[src/rtl/aes_pkg.sv]
// Shared Rijndael constants and helpers for the ShiftRows round stage.
// Also used by the key-expansion path for row offset lookup.
package aes_pkg;

    localparam logic MODE_FWD = 1'b0;
    localparam logic MODE_INV = 1'b1;

    // Row offset Cr; the wide 256-bit block moves rows 2 and 3 one column further.
    function automatic int unsigned shift_off(input int unsigned nb, input int unsigned row);
        int unsigned off;
        off = 0;
        case (row)
            1:       off = 1;
            2:       off = (nb == 8) ? 3 : 2;
            3:       off = (nb == 8) ? 4 : 3;
            default: off = 0;
        endcase
        return off;
    endfunction

    function automatic int unsigned state_bytes(input int unsigned nb);
        return 4 * nb;
    endfunction

    // Source column feeding output column col of the given row.
    function automatic int unsigned src_col(input int unsigned nb, input int unsigned row,
                                            input int unsigned col, input logic mode);
        int unsigned off;
        off = shift_off(nb, row);
        if (mode == MODE_INV) begin
            return (col + nb - off) % nb;
        end
        return (col + off) % nb;
    endfunction

endpackage

[src/rtl/shift_rows_perm.sv]
// Combinational ShiftRows / InvShiftRows byte permutation for NB = 4, 6 or 8 columns.
// Pure wiring plus one 2:1 mux per byte selected by mode.
module shift_rows_perm
    import aes_pkg::*;
#(
    parameter int unsigned NB = 4
) (
    input  logic              mode,
    input  logic [32*NB-1:0]  din,
    output logic [32*NB-1:0]  dout
);

    localparam int unsigned W = 32 * NB;

    for (genvar r = 0; r < 4; r++) begin : g_row
        for (genvar c = 0; c < NB; c++) begin : g_col
            localparam int unsigned FwdC = src_col(NB, r, c, MODE_FWD);
            localparam int unsigned InvC = src_col(NB, r, c, MODE_INV);
            assign dout[W-1-8*(4*c+r) -: 8] = (mode == MODE_INV) ?
                                              din[W-1-8*(4*InvC+r) -: 8] :
                                              din[W-1-8*(4*FwdC+r) -: 8];
        end
    end

endmodule

[src/rtl/shift_rows_pipe.sv]
// Streaming ShiftRows / InvShiftRows stage: permutation on the write side of a DEPTH-entry FIFO.
// Optional per-byte parity carry and sticky error flag under SHIFT_ROWS_PARITY_EN.
module shift_rows_pipe
    import aes_pkg::*;
#(
    parameter int unsigned NB    = 4,
    parameter int unsigned DEPTH = 2
) (
    input  logic                     clk,
    input  logic                     rst_n,
    input  logic                     in_valid,
    output logic                     in_ready,
    input  logic                     in_mode,
    input  logic [32*NB-1:0]         in_data,
    output logic                     out_valid,
    input  logic                     out_ready,
    output logic [32*NB-1:0]         out_data,
    output logic                     out_mode,
    output logic [$clog2(DEPTH):0]   count
`ifdef SHIFT_ROWS_PARITY_EN
    ,
    input  logic [4*NB-1:0]          in_par,
    output logic [4*NB-1:0]          out_par,
    output logic                     par_err
`endif
);

    localparam int unsigned W   = 32 * NB;
    localparam int unsigned NBY = state_bytes(NB);
    localparam int unsigned AW  = $clog2(DEPTH);
    localparam int unsigned CW  = AW + 1;

    if (!(NB == 4 || NB == 6 || NB == 8)) begin : g_bad_nb
        $error("shift_rows_pipe: NB must be 4, 6 or 8");
    end
    if (DEPTH < 2 || (DEPTH & (DEPTH - 1)) != 0) begin : g_bad_depth
        $error("shift_rows_pipe: DEPTH must be a power of two >= 2");
    end

    logic [W-1:0]  perm_data;
    logic [W-1:0]  data_mem_q [DEPTH];
    logic [W-1:0]  data_mem_d [DEPTH];
    logic          mode_mem_q [DEPTH];
    logic          mode_mem_d [DEPTH];
    logic [AW-1:0] wr_ptr_q, wr_ptr_d;
    logic [AW-1:0] rd_ptr_q, rd_ptr_d;
    logic [CW-1:0] count_q, count_d;
    logic          rdy_q, rdy_d;
    logic          push, pop;

    shift_rows_perm #(
        .NB (NB)
    ) u_perm (
        .mode (in_mode),
        .din  (in_data),
        .dout (perm_data)
    );

    // in_ready stays low during reset and only looks at registered state.
    assign in_ready  = rdy_q && (count_q != CW'(DEPTH));
    assign out_valid = (count_q != '0);
    assign push      = in_valid && in_ready;
    assign pop       = out_valid && out_ready;
    assign count     = count_q;

    always_comb begin
        data_mem_d = data_mem_q;
        mode_mem_d = mode_mem_q;
        wr_ptr_d   = wr_ptr_q;
        rd_ptr_d   = rd_ptr_q;
        count_d    = count_q;
        rdy_d      = 1'b1;
        if (push) begin
            data_mem_d[wr_ptr_q] = perm_data;
            mode_mem_d[wr_ptr_q] = in_mode;
            wr_ptr_d             = wr_ptr_q + AW'(1);
        end
        if (pop) begin
            rd_ptr_d = rd_ptr_q + AW'(1);
        end
        unique case ({push, pop})
            2'b10:   count_d = count_q + CW'(1);
            2'b01:   count_d = count_q - CW'(1);
            default: count_d = count_q;
        endcase
    end

    always_ff @(posedge clk or negedge rst_n) begin
        if (!rst_n) begin
            data_mem_q <= '{default: '0};
            mode_mem_q <= '{default: 1'b0};
            wr_ptr_q   <= '0;
            rd_ptr_q   <= '0;
            count_q    <= '0;
            rdy_q      <= 1'b0;
        end else begin
            data_mem_q <= data_mem_d;
            mode_mem_q <= mode_mem_d;
            wr_ptr_q   <= wr_ptr_d;
            rd_ptr_q   <= rd_ptr_d;
            count_q    <= count_d;
            rdy_q      <= rdy_d;
        end
    end

    always_comb begin
        out_data = '0;
        out_mode = 1'b0;
        if (out_valid) begin
            out_data = data_mem_q[rd_ptr_q];
            out_mode = mode_mem_q[rd_ptr_q];
        end
    end

`ifdef SHIFT_ROWS_PARITY_EN
    logic [NBY-1:0] perm_par;
    logic [NBY-1:0] par_bad;
    logic [NBY-1:0] par_mem_q [DEPTH];
    logic [NBY-1:0] par_mem_d [DEPTH];
    logic           par_err_q, par_err_d;

    // Parity bits follow their bytes through the same permutation.
    for (genvar r = 0; r < 4; r++) begin : g_prow
        for (genvar c = 0; c < NB; c++) begin : g_pcol
            localparam int unsigned FwdC = src_col(NB, r, c, MODE_FWD);
            localparam int unsigned InvC = src_col(NB, r, c, MODE_INV);
            assign perm_par[NBY-1-(4*c+r)] = (in_mode == MODE_INV) ?
                                             in_par[NBY-1-(4*InvC+r)] :
                                             in_par[NBY-1-(4*FwdC+r)];
        end
    end

    for (genvar i = 0; i < NBY; i++) begin : g_pchk
        assign par_bad[NBY-1-i] = in_par[NBY-1-i] ^ (^in_data[W-1-8*i -: 8]);
    end

    always_comb begin
        par_mem_d = par_mem_q;
        if (push) begin
            par_mem_d[wr_ptr_q] = perm_par;
        end
        par_err_d = par_err_q | (push & (|par_bad));
    end

    always_ff @(posedge clk or negedge rst_n) begin
        if (!rst_n) begin
            par_mem_q <= '{default: '0};
            par_err_q <= 1'b0;
        end else begin
            par_mem_q <= par_mem_d;
            par_err_q <= par_err_d;
        end
    end

    assign out_par = out_valid ? par_mem_q[rd_ptr_q] : '0;
    assign par_err = par_err_q;
`endif

endmodule
[config.mk]
export PLATFORM = sky130hd
export DESIGN_NAME = shift_rows_pipe
export DESIGN_NICKNAME = d
export VERILOG_FILES = /design/src/rtl/aes_pkg.sv /design/src/rtl/shift_rows_perm.sv /design/src/rtl/shift_rows_pipe.sv
export SDC_FILE = /design/constraint.sdc
export NUM_CORES = 1
export LEC_CHECK = 0
export ABC_CLOCK_PERIOD_IN_PS = 2300
export CORE_MARGIN = 2
export CORE_UTILIZATION = 52
export CTS_CLUSTER_SIZE = 8
export DETAILED_ROUTE_END_ITERATION = 6
export PLACE_DENSITY = 0.8
export SETUP_SLACK_MARGIN = 0.05
export SYNTH_ARGS = -nofsm -noshare
export SYNTH_HDL_FRONTEND = slang
export SYNTH_HIERARCHICAL = 1
export SYNTH_SLANG_ARGS = --single-unit
[constraint.sdc]
create_clock -name clk -period 2.3 [get_ports clk]
set_clock_uncertainty 0.15 [all_clocks]
set_input_delay 0.46 -clock clk [delete_from_list [all_inputs] [get_ports clk]]
set_output_delay 0.46 -clock clk [all_outputs]
set_load 0.01 [all_outputs]
==> qor.yml, run 1 <==
final_layout:
  antenna_cells: 0
  fin_util_pct: 68.5
  final_cells: 1585
  syn_to_final_growth_pct: 29.1
  num-fill-cells: 1797
  final_nets: 1385
  stdcell_area_um2: 17300
  drive_gt1_share_pct: 46.9
synthesis:
  async_reset_ff_share_pct: 100
  syn_avg_cell_area_um2: 13.6
  synthCells: 987
  synth_area_um2: 13400
  synth_area_leaders: "dfrtp_1 49%, mux2_2 21%, mux2i_1 9.6%"
  synth.top_cells.by_count: "263 x dfrtp_1, 252 x mux2_2, 131 x nor2_1"
  ys_ff_latch: 263
  yosysMostFrequentCell: "dfrtp_1"
  ys_types: 23
  synth-edff-count: 0
  yosysWarnings: 6
  ys_dominant_reg_cell: "dfrtp_1"
  syn-num-nets: 1121
  synth_top_area_share_pct: 49.1
  synth_area_leader_cell: "dfrtp_1"
  seq_area_frac_synth_pct: 49.1
worst_setup_path:
  crit_cells: 6
  cpMostUsedCell: "buf_12"
  critPathLaunchType: "flip-flop"
  path_max_fanout: 10
  cp_cell_sequence: "buf_12 -> buf_16 -> buf_12 -> mux2i_1 -> nor2_1 -> buf_2"
  cp_data_required_time_ns: 1.69
  endpoint_kind: "output port"
  slowest_stage: "dfrtp_4"
  path_class: "flip-flop to output port"
  critPathMaxStageDelay_ns: 0.51
  cp_top_family: "buffers and inverters"
  critPathArrivalTime_ns: 1.87
  crit_buf_inv: 4
  reg2regPathDepth: 5
cts:
  h-tree-depth: 2
  clock_sinks: 263
  cts_tree: "yes"
  clkTransAtPathRegs_ns: 0.05
  clk_latency_ns: 0.49
  cts_buffer_depth: 3
  cts-root-buf: "clkbuf_16"
  cts_inserted_buffers: 39
die:
  core_area_um2: 25300
  initial_core_util_pct: 53.1
  die-area_um2: 27100
  die_x_um: 165
  fp.dieH_um: 165
  boundaryPins: 266
  rows: 58
grt:
  grt_usage_pct: 22.9
  grt_pass1_vias: 9094
  antenna_found_initial: 0
  grt_max_degree: 66
  grt_overflow: 0
  grt_pass1_wl_mm: 48.5
drt:
  drcViolationCount: 0
  via_count: 8527
  final_antenna_net_count: 0
  wire_per_inst_um: 20.1
  via_per_inst: 5.38
  first_pass_iters: 4
  drt-initial-drc-count: 306
  drt-total-wl_mm: 31.9
sta:
  relSlewSlack_pct: 64.5
  final_max_slew_viol_count: 0
  rsz0062_at_grt: "true"
  finalCriticalPeriod_ns: 2.48
  finalCritPeriodShare_pct: 108
  worst_slew_pin_slew_ns: 0.533
  setup_slack_ns: -0.175
  hold_violations: 0
  setup_viol: 110
  fmax_mhz: 404
run_status:
  violations: "setup timing"
  status: "finished, violations left"
placement:
  gp_congestion: 0.789
  hpwl_mm: 20.1
  port_buffers: 265
  placed_cell_area_um2: 16100
  dp_cells: 1502
min_path:
  hold_path_class: "flip-flop to flip-flop"
  min_path_cells: 1
pwr:
  p_leak_nw: 8.09
  powerDensity_nw_per_um2: 1490
  ir_drop_mv: 0.825
job:
  maxCapViolations: 0
-- path summary, 6_finish.rpt --
kind                                  from         endpoint  slack, ns
max                               rd_ptr_q     out_data[56]      -0.18
min                        data_mem_q[237]  data_mem_q[237]       0.34
max reg2reg                       count[0]   data_mem_q[62]       0.35
min reg2reg                data_mem_q[237]  data_mem_q[237]       0.34
max in group asynchronous            rst_n  data_mem_q[222]       0.96
min in group asynchronous            rst_n   data_mem_q[40]       0.35
-- registers in the layout (all words and copies together), names as in the netlist --
name	flops
data_mem_q	256
count	2
mode_mem_q	2
rd_ptr_q	1
rdy_q	1
wr_ptr_q	1
-- cell usage in the layout (no fill, tap or decap) --
cell type,synthesis,routed
nand2b_4,1,1
and2_1,2,1
mux2_1,10,10
inv_1,1,1
mux2_2,252,252
clkbuf_1,15,2
clkdlybuf4s15_1,0,1
nor2_2,0,7
and2_4,0,1
ha_1,1,1
clkinv_4,0,1
xor2_1,2,2
nand4_1,1,1
mux2i_1,129,116
dlygate4sd2_1,0,12
mux2i_2,0,11
clkbuf_2,0,4
clkbuf_16,0,48
buf_4,66,26
buf_2,15,113
buf_16,0,6
nand3_1,1,1
buf_6,14,16
dfrtp_1,263,262
and4b_4,1,1
buf_12,7,29
conb_1,1,1
clkdlybuf4s50_1,0,130
mux2i_4,0,2
nor2_1,131,121
mux2_4,60,60
nor2_4,0,3
clkbuf_8,0,1
buf_8,10,5
dfrtp_4,0,1
xnor2_1,3,3
dlygate4sd3_1,0,1
clkdlybuf4s15_2,0,1
-- per-stage QoR --
stage	setup WS [ns]	hold slack (ns)	total power [mW]	TNS (ns)
floorplan	0.333	0.0144	15.0	0
global placement	-0.0130	0.293	20.5	-0.0156
detailed placement	-0.0211	0.301	20.8	-0.0666
CTS	-0.176	0.334	25.3	-10.99
global route	-0.224	0.357	27.3	-15.31
finish	-0.175	0.335	25.9	-8.26
-- routing by layer --
metal	up-vias	wire, µm	track usage, %
li1	3888	-	-
met1	4377	13700	29.8
met2	218	15900	39.2
met3	44	1700	4.72
met4	0	646	5.85
met5	-	0	0
-- power breakdown --
part	total (mW)	switching, mW	leakage [nW]	internal, mW
Clock	5.03	1.88	0.519	3.15
Combinational	12.5	5.77	4.45	6.78
Sequential	8.29	1.27	3.12	7.01
Total	25.9	8.92	8.09	16.9
-- cells by family (layout without fill, tap and decap cells) --
| group | Yosys count | in the layout | share of synthesized area (%) |
|---|---|---|---|
| xor+xnor | 5 | 5 | 0.327 |
| fa+ha+maj | 1 | 1 | 0.0933 |
| buf+inv | 129 | 397 | 8.07 |
| flops | 263 | 263 | 49.1 |
| mux | 451 | 451 | 38.4 |
| other cells | 1 | 1 | 0.0280 |
| simple gates | 137 | 137 | 4.05 |
-- repair_timing --
| item | CTS | global route |
|---|---|---|
| setup buffers | 14 | 15 |
| hold buffers | 1 | 0 |
| setup endpoints to repair | 133 | 130 |
| pin swaps | 18 | 15 |
| cloned | 5 | 8 |
| gates resized for setup | 484 | 79 |
| endpoints found under the hold margin | 57 | 0 |
-- final cells by class --
cell class / count / area (µm²) / area share, %
well taps: 330 / 413 / 2.39
clock inverters: 1 / 8.76 / 0.0506
inverters: 1 / 3.75 / 0.0217
flip-flops and latches: 263 / 6590 / 38.0
clock buffers: 44 / 1050 / 6.05
repair buffers: 351 / 3390 / 19.6
multi-input cells: 595 / 5850 / 33.8
Note: power is estimated with default switching activity, not from simulation.
==> inputs of run 2 (changes only) <==
- SETUP_SLACK_MARGIN: 0.05 -> unset
==> run 2 against run 1 <==
The run still ends with setup timing left. Combinational power is essentially flat. Critical path depth decreased by 1. Global-route usage is 0.27 points higher. Sequential cell count did not move. Sequential share of layout area is 0.20 points lower. Worst hold slack is essentially flat. Sequential power grew 0.5%. Power grew 1.1%. Count of clock-buffer cells in the layout unchanged. Maximum frequency down 0.84%. Core utilization rose by 0.36 points. First-iteration DRC count rose by 18%. Critical path type unchanged. Highest routed layer unchanged.
==> qor.yml, run 2 (synthesized netlist as in run 1, its figures left out) <==
sta:
  rsz0062_at_grt: "true"
  fmax_mhz: 401
  fin_setup_tns_ns: -8.74
  final_max_slew_viol_count: 0
  hold_violations: 0
  finalCriticalPeriod_ns: 2.50
  holdWs_ns: 0.335
  finalCritPeriodShare_pct: 109
  relSlewSlack_pct: 64.0
  setup_viol: 121
  setup_slack_ns: -0.196
  worst_slew_pin_slew_ns: 0.540
grt:
  grt_max_degree: 66
  grt_overflow: 0
  antenna_found_initial: 0
  grt_usage_pct: 23.1
  grt_pass1_vias: 9177
  grt_pass1_wl_mm: 49.0
final_layout:
  largest_register_ffs: 256
  syn_to_final_growth_pct: 29.7
  top_register: "data_mem_q"
  layout_common_cells: "262 x dfrtp_1, 252 x mux2_2, 131 x clkdlybuf4s50_1"
  stdcell_area_um2: 17400
  final_common_cell: "dfrtp_1"
  drive_gt1_share_pct: 47.5
  antenna_cells: 0
  final_nets: 1386
  fin_util_pct: 68.9
min_path:
  min_to: "data_mem_q[237]"
  hp-start: "data_mem_q[237]"
  min_path_cells: 1
  hold_path_class: "flip-flop to flip-flop"
drt:
  drt-total-wl_mm: 32.3
  drcViolationCount: 0
  drt-initial-drc-count: 360
  via_count: 8563
  via_per_inst: 5.40
  wire_per_inst_um: 20.4
  first_pass_iters: 4
  final_antenna_net_count: 0
die:
  die_x_um: 165
  initial_core_util_pct: 53.1
  fp.dieH_um: 165
  core_area_um2: 25300
  die-area_um2: 27100
  boundaryPins: 266
  rows: 58
run_status:
  violations: "setup timing"
  status: "finished, violations left"
worst_setup_path:
  critPathLaunchType: "flip-flop"
  endpoint_kind: "output port"
  critPathArrivalTime_ns: 1.89
  cp_data_required_time_ns: 1.69
  ff2ff_setup_slack_ns: 0.23
  r2r_start: "count[0]"
  path_max_fanout: 12
  path_class: "flip-flop to output port"
  reg2regPathDepth: 6
  r2r_end: "data_mem_q[62]"
pwr:
  p_leak_nw: 8.11
  powerDensity_nw_per_um2: 1500
  ir_drop_mv: 0.878
  power.total_mw: 26.1
placement:
  gp_congestion: 0.789
  placed_cell_area_um2: 16100
  hpwl_mm: 20.1
  port_buffers: 265
cts:
  clk_latency_ns: 0.50
  cts_tree: "yes"
  cts-root-buf: "clkbuf_16"
  clkTransAtPathRegs_ns: 0.05
  clock_sinks: 263
  cts_buffer_depth: 3
  cts_inserted_buffers: 39
  h-tree-depth: 2
job:
  maxCapViolations: 0
[run 2: cell count changes in the layout (fill, tap and decap cells not counted), sizes merged]
| cell | change |
|---|---|
| clkdlybuf4s50 | +1 |
| clkdlybuf4s15 | -2 |
| dlygate4sd2 | -2 |
| clkbuf | -3 |
| dlymetal6s2s | +1 |
| buf | +6 |
[run 2: cell type report]
cell class                 instances  area, µm²
fill                            1793       7860
timing repair buffer             352       3450
multi-input combinational        595       5890
tap                              330        413
clock inverter                     1       8.76
inverter                           1       3.75
clock buffer                      44       1050
sequential                       263       6590
[run 2: metrics by stage]
step / cells / setup slack (ns)
floorplan: 987 / 0.333
global placement: 1502 / -0.0130
detailed placement: 1502 / -0.0211
CTS: 1569 / -0.176
global route: 1586 / -0.222
finish: 1586 / -0.196
[run 2: worst max path at each step]
stage / startpoint / to / slack [ns] / cells past startpoint
after CTS: rd_ptr_q / out_data[69] / -0.18 / 6
after global routing: rd_ptr_q / out_data[101] / -0.22 / 6
final: rd_ptr_q / out_data[98] / -0.20 / 5
after floorplan: count[1] / out_data[100] / 0.33 / 4
after detailed placement: rd_ptr_q / out_data[36] / -0.02 / 4
after global placement: rd_ptr_q / out_data[2] / -0.01 / 4
[run 2: timing repair]
action / in CTS / in global routing
hold buffers: 1 / 0
pin swaps: 19 / 14
gates resized for setup: 513 / 75
gates cloned: 6 / 6
endpoints found under the hold margin: 57 / 0
endpoints found under the setup margin: 131 / 130
buffers inserted: 17 / 15
[run 2: metal layers]
layer	routed length [µm]	vias to the layer above	GRT usage (%)
li1	-	3894	-
met1	13600	4393	29.8
met2	16300	230	39.8
met3	1730	46	4.75
met4	665	0	6.25
met5	0	-	0
[run 2: where the power goes]
| group | internal [mW] | switching, mW |
|---|---|---|
| Sequential | 7.02 | 1.31 |
| Combinational | 6.96 | 5.83 |
| Clock | 3.15 | 1.88 |
| Total | 17.1 | 9.02 |
[run 2: worst max-delay path, stage by stage (launching register included)]
cell and delay, ns:
dfrtp_4 0.45, buf_8 0.17, buf_12 0.17, mux2i_1 0.23
nor2_1 0.07, dlygate4sd2_1 0.29
==> inputs of run 3 (changes only) <==
- ABC_CLOCK_PERIOD_IN_PS: 2300 -> 2890
- CORE_MARGIN: 2 -> unset
- CORE_UTILIZATION: 52 -> 55
- PLACE_DENSITY: 0.8 -> 0.84
- RECOVER_POWER: unset -> 50
- clock period: 2.3 -> 2.89 ns (I/O delays scaled with it)
==> run 3 against run 2 <==
The run ends with capacitance limit, slew limit left. Clock power shrank 24%. Sequential cell count is the same. Combinational power down 24%. Final cell count fell by 4.3%. Critical path depth did not move. Non-clock buffer count down 56. Die area shrank 7.7%. Power down 23%. Largest cell class unchanged.
==> qor.yml, run 3 (synthesized netlist as in run 1, its figures left out) <==
pwr:
  ir_drop_mv: 0.694
  power.total_mw: 20.2
  powerDensity_nw_per_um2: 1180
  p_leak_nw: 8.61
min_path:
  min_to: "data_mem_q[239]"
  hold_path_class: "flip-flop to flip-flop"
  min_path_cells: 1
  hp-start: "data_mem_q[239]"
drt:
  drt-initial-drc-count: 325
  drt-total-wl_mm: 30.2
  final_antenna_net_count: 0
  via_count: 8276
  drcViolationCount: 0
  wire_per_inst_um: 19.9
  first_pass_iters: 4
  via_per_inst: 5.45
worst_setup_path:
  r2r_end: "count[1]"
  critPathArrivalTime_ns: 2.12
  reg2regPathDepth: 8
  endpoint_kind: "output port"
  cp_data_required_time_ns: 2.16
  r2r_start: "count[1]"
  ff2ff_setup_slack_ns: 0.78
  crit_start: "rd_ptr_q"
  path_class: "flip-flop to output port"
  critPathLaunchType: "flip-flop"
  path_max_fanout: 21
sta:
  holdWs_ns: 0.331
  setup_viol: 0
  relSlewSlack_pct: -10.9
  fin_setup_tns_ns: 0
  hold_violations: 0
  fmax_mhz: 351
  finalCritPeriodShare_pct: 98.5
  finalCriticalPeriod_ns: 2.85
  worst_slew_pin_slew_ns: 1.66
  final_max_slew_viol_count: 62
grt:
  grt_pass1_wl_mm: 46.6
  grt_overflow: 0
  grt_max_degree: 85
  antenna_found_initial: 2
  grt_pass1_vias: 8872
  grt_usage_pct: 23.9
cts:
  cts-root-buf: "clkbuf_16"
  cts_inserted_buffers: 38
  h-tree-depth: 2
  clk_latency_ns: 0.49
  cts_buffer_depth: 3
  clock_sinks: 263
  clkTransAtPathRegs_ns: 0.05
  cts_tree: "yes"
run_status:
  violations: "capacitance limit, slew limit"
  status: "finished, violations left"
job:
  maxCapViolations: 1
placement:
  hpwl_mm: 18.7
  gp_congestion: 0.766
  port_buffers: 265
  placed_cell_area_um2: 15800
die:
  die_x_um: 158
  boundaryPins: 266
  core_area_um2: 23700
  die-area_um2: 25000
  fp.dieH_um: 158
  rows: 56
  initial_core_util_pct: 56.6
final_layout:
  largest_register_ffs: 256
  final_common_cell: "dfrtp_1"
  fin_util_pct: 72.3
  syn_to_final_growth_pct: 27.6
  layout_common_cells: "260 x dfrtp_1, 252 x mux2_2, 170 x clkdlybuf4s50_1"
  top_register: "data_mem_q"
  drive_gt1_share_pct: 32.7
  stdcell_area_um2: 17100
  final_nets: 1329
  num-fill-cells: 1621
-- run 3: per-stage QoR --
stage                     worst slack (ns)  std cells
after global routing               -0.0196       1518
after CTS                          -0.0366       1510
final                               0.0437       1518
after global placement               0.458       1464
after floorplan                      0.805        987
after detailed placement             0.432       1464
-- run 3: what timing repair did --
item                                   4_1_cts  5_1_grt
endpoints found under the hold margin       61        0
hold buffers                                 1        0
pin swaps                                    2        1
resized for setup                           11       88
setup endpoints to repair                  113      108
gates cloned                                 1        2
setup buffers                                2        4
-- run 3: worst max-delay path by stage --
| stage | slack, ns | to | cells past startpoint |
|---|---|---|---|
| 2_1_floorplan | 0.81 | out_data[100] | 4 |
| 3_3_place_gp | 0.46 | out_data[87] | 4 |
| 3_5_place_dp | 0.43 | data_mem_q[174] | 4 |
| 4_1_cts | -0.04 | out_data[64] | 4 |
| 5_1_grt | -0.02 | out_data[126] | 5 |
| 6_report | 0.04 | out_data[116] | 5 |
-- run 3: layout make-up --
type                    instances  area, µm²  share of cell area (%)
clock buffers                  41        983                    5.75
multi-input cells             595       5760                    33.7
repair buffers                296       3370                    19.7
diodes                          2       5.00                  0.0292
flip-flops and latches        263       6590                    38.5
clock inverters                 1       8.76                  0.0512
inverters                       1       3.75                  0.0219
well taps                     319        399                    2.33
-- run 3: power breakdown --
group | leakage [nW] | internal (mW) | switching, mW | total, mW
Clock | 0.488 | 2.36 | 1.45 | 3.82
Sequential | 3.12 | 5.58 | 1.01 | 6.59
Combinational | 5.00 | 5.53 | 4.24 | 9.77
-- run 3: layer usage --
metal / wire [µm] / part of all wire [%] / track usage (%) / vias up
met3: 1510 / 5.0 / 4.85 / 58
met2: 14900 / 49 / 40.9 / 230
met5: 0 / 0 / 0 / -
met1: 12900 / 43 / 30.1 / 4228
li1: - / - / - / 3760
met4: 829 / 2.7 / 8.29 / 0
-- run 3: worst max-delay path, stage by stage, from the launching register on --
cell and delay [ns]:
dfrtp_4 0.48, buf_12 0.15, buf_12 0.17, mux2i_1 0.13, nor2_1 0.12, clkdlybuf4s50_1 0.56
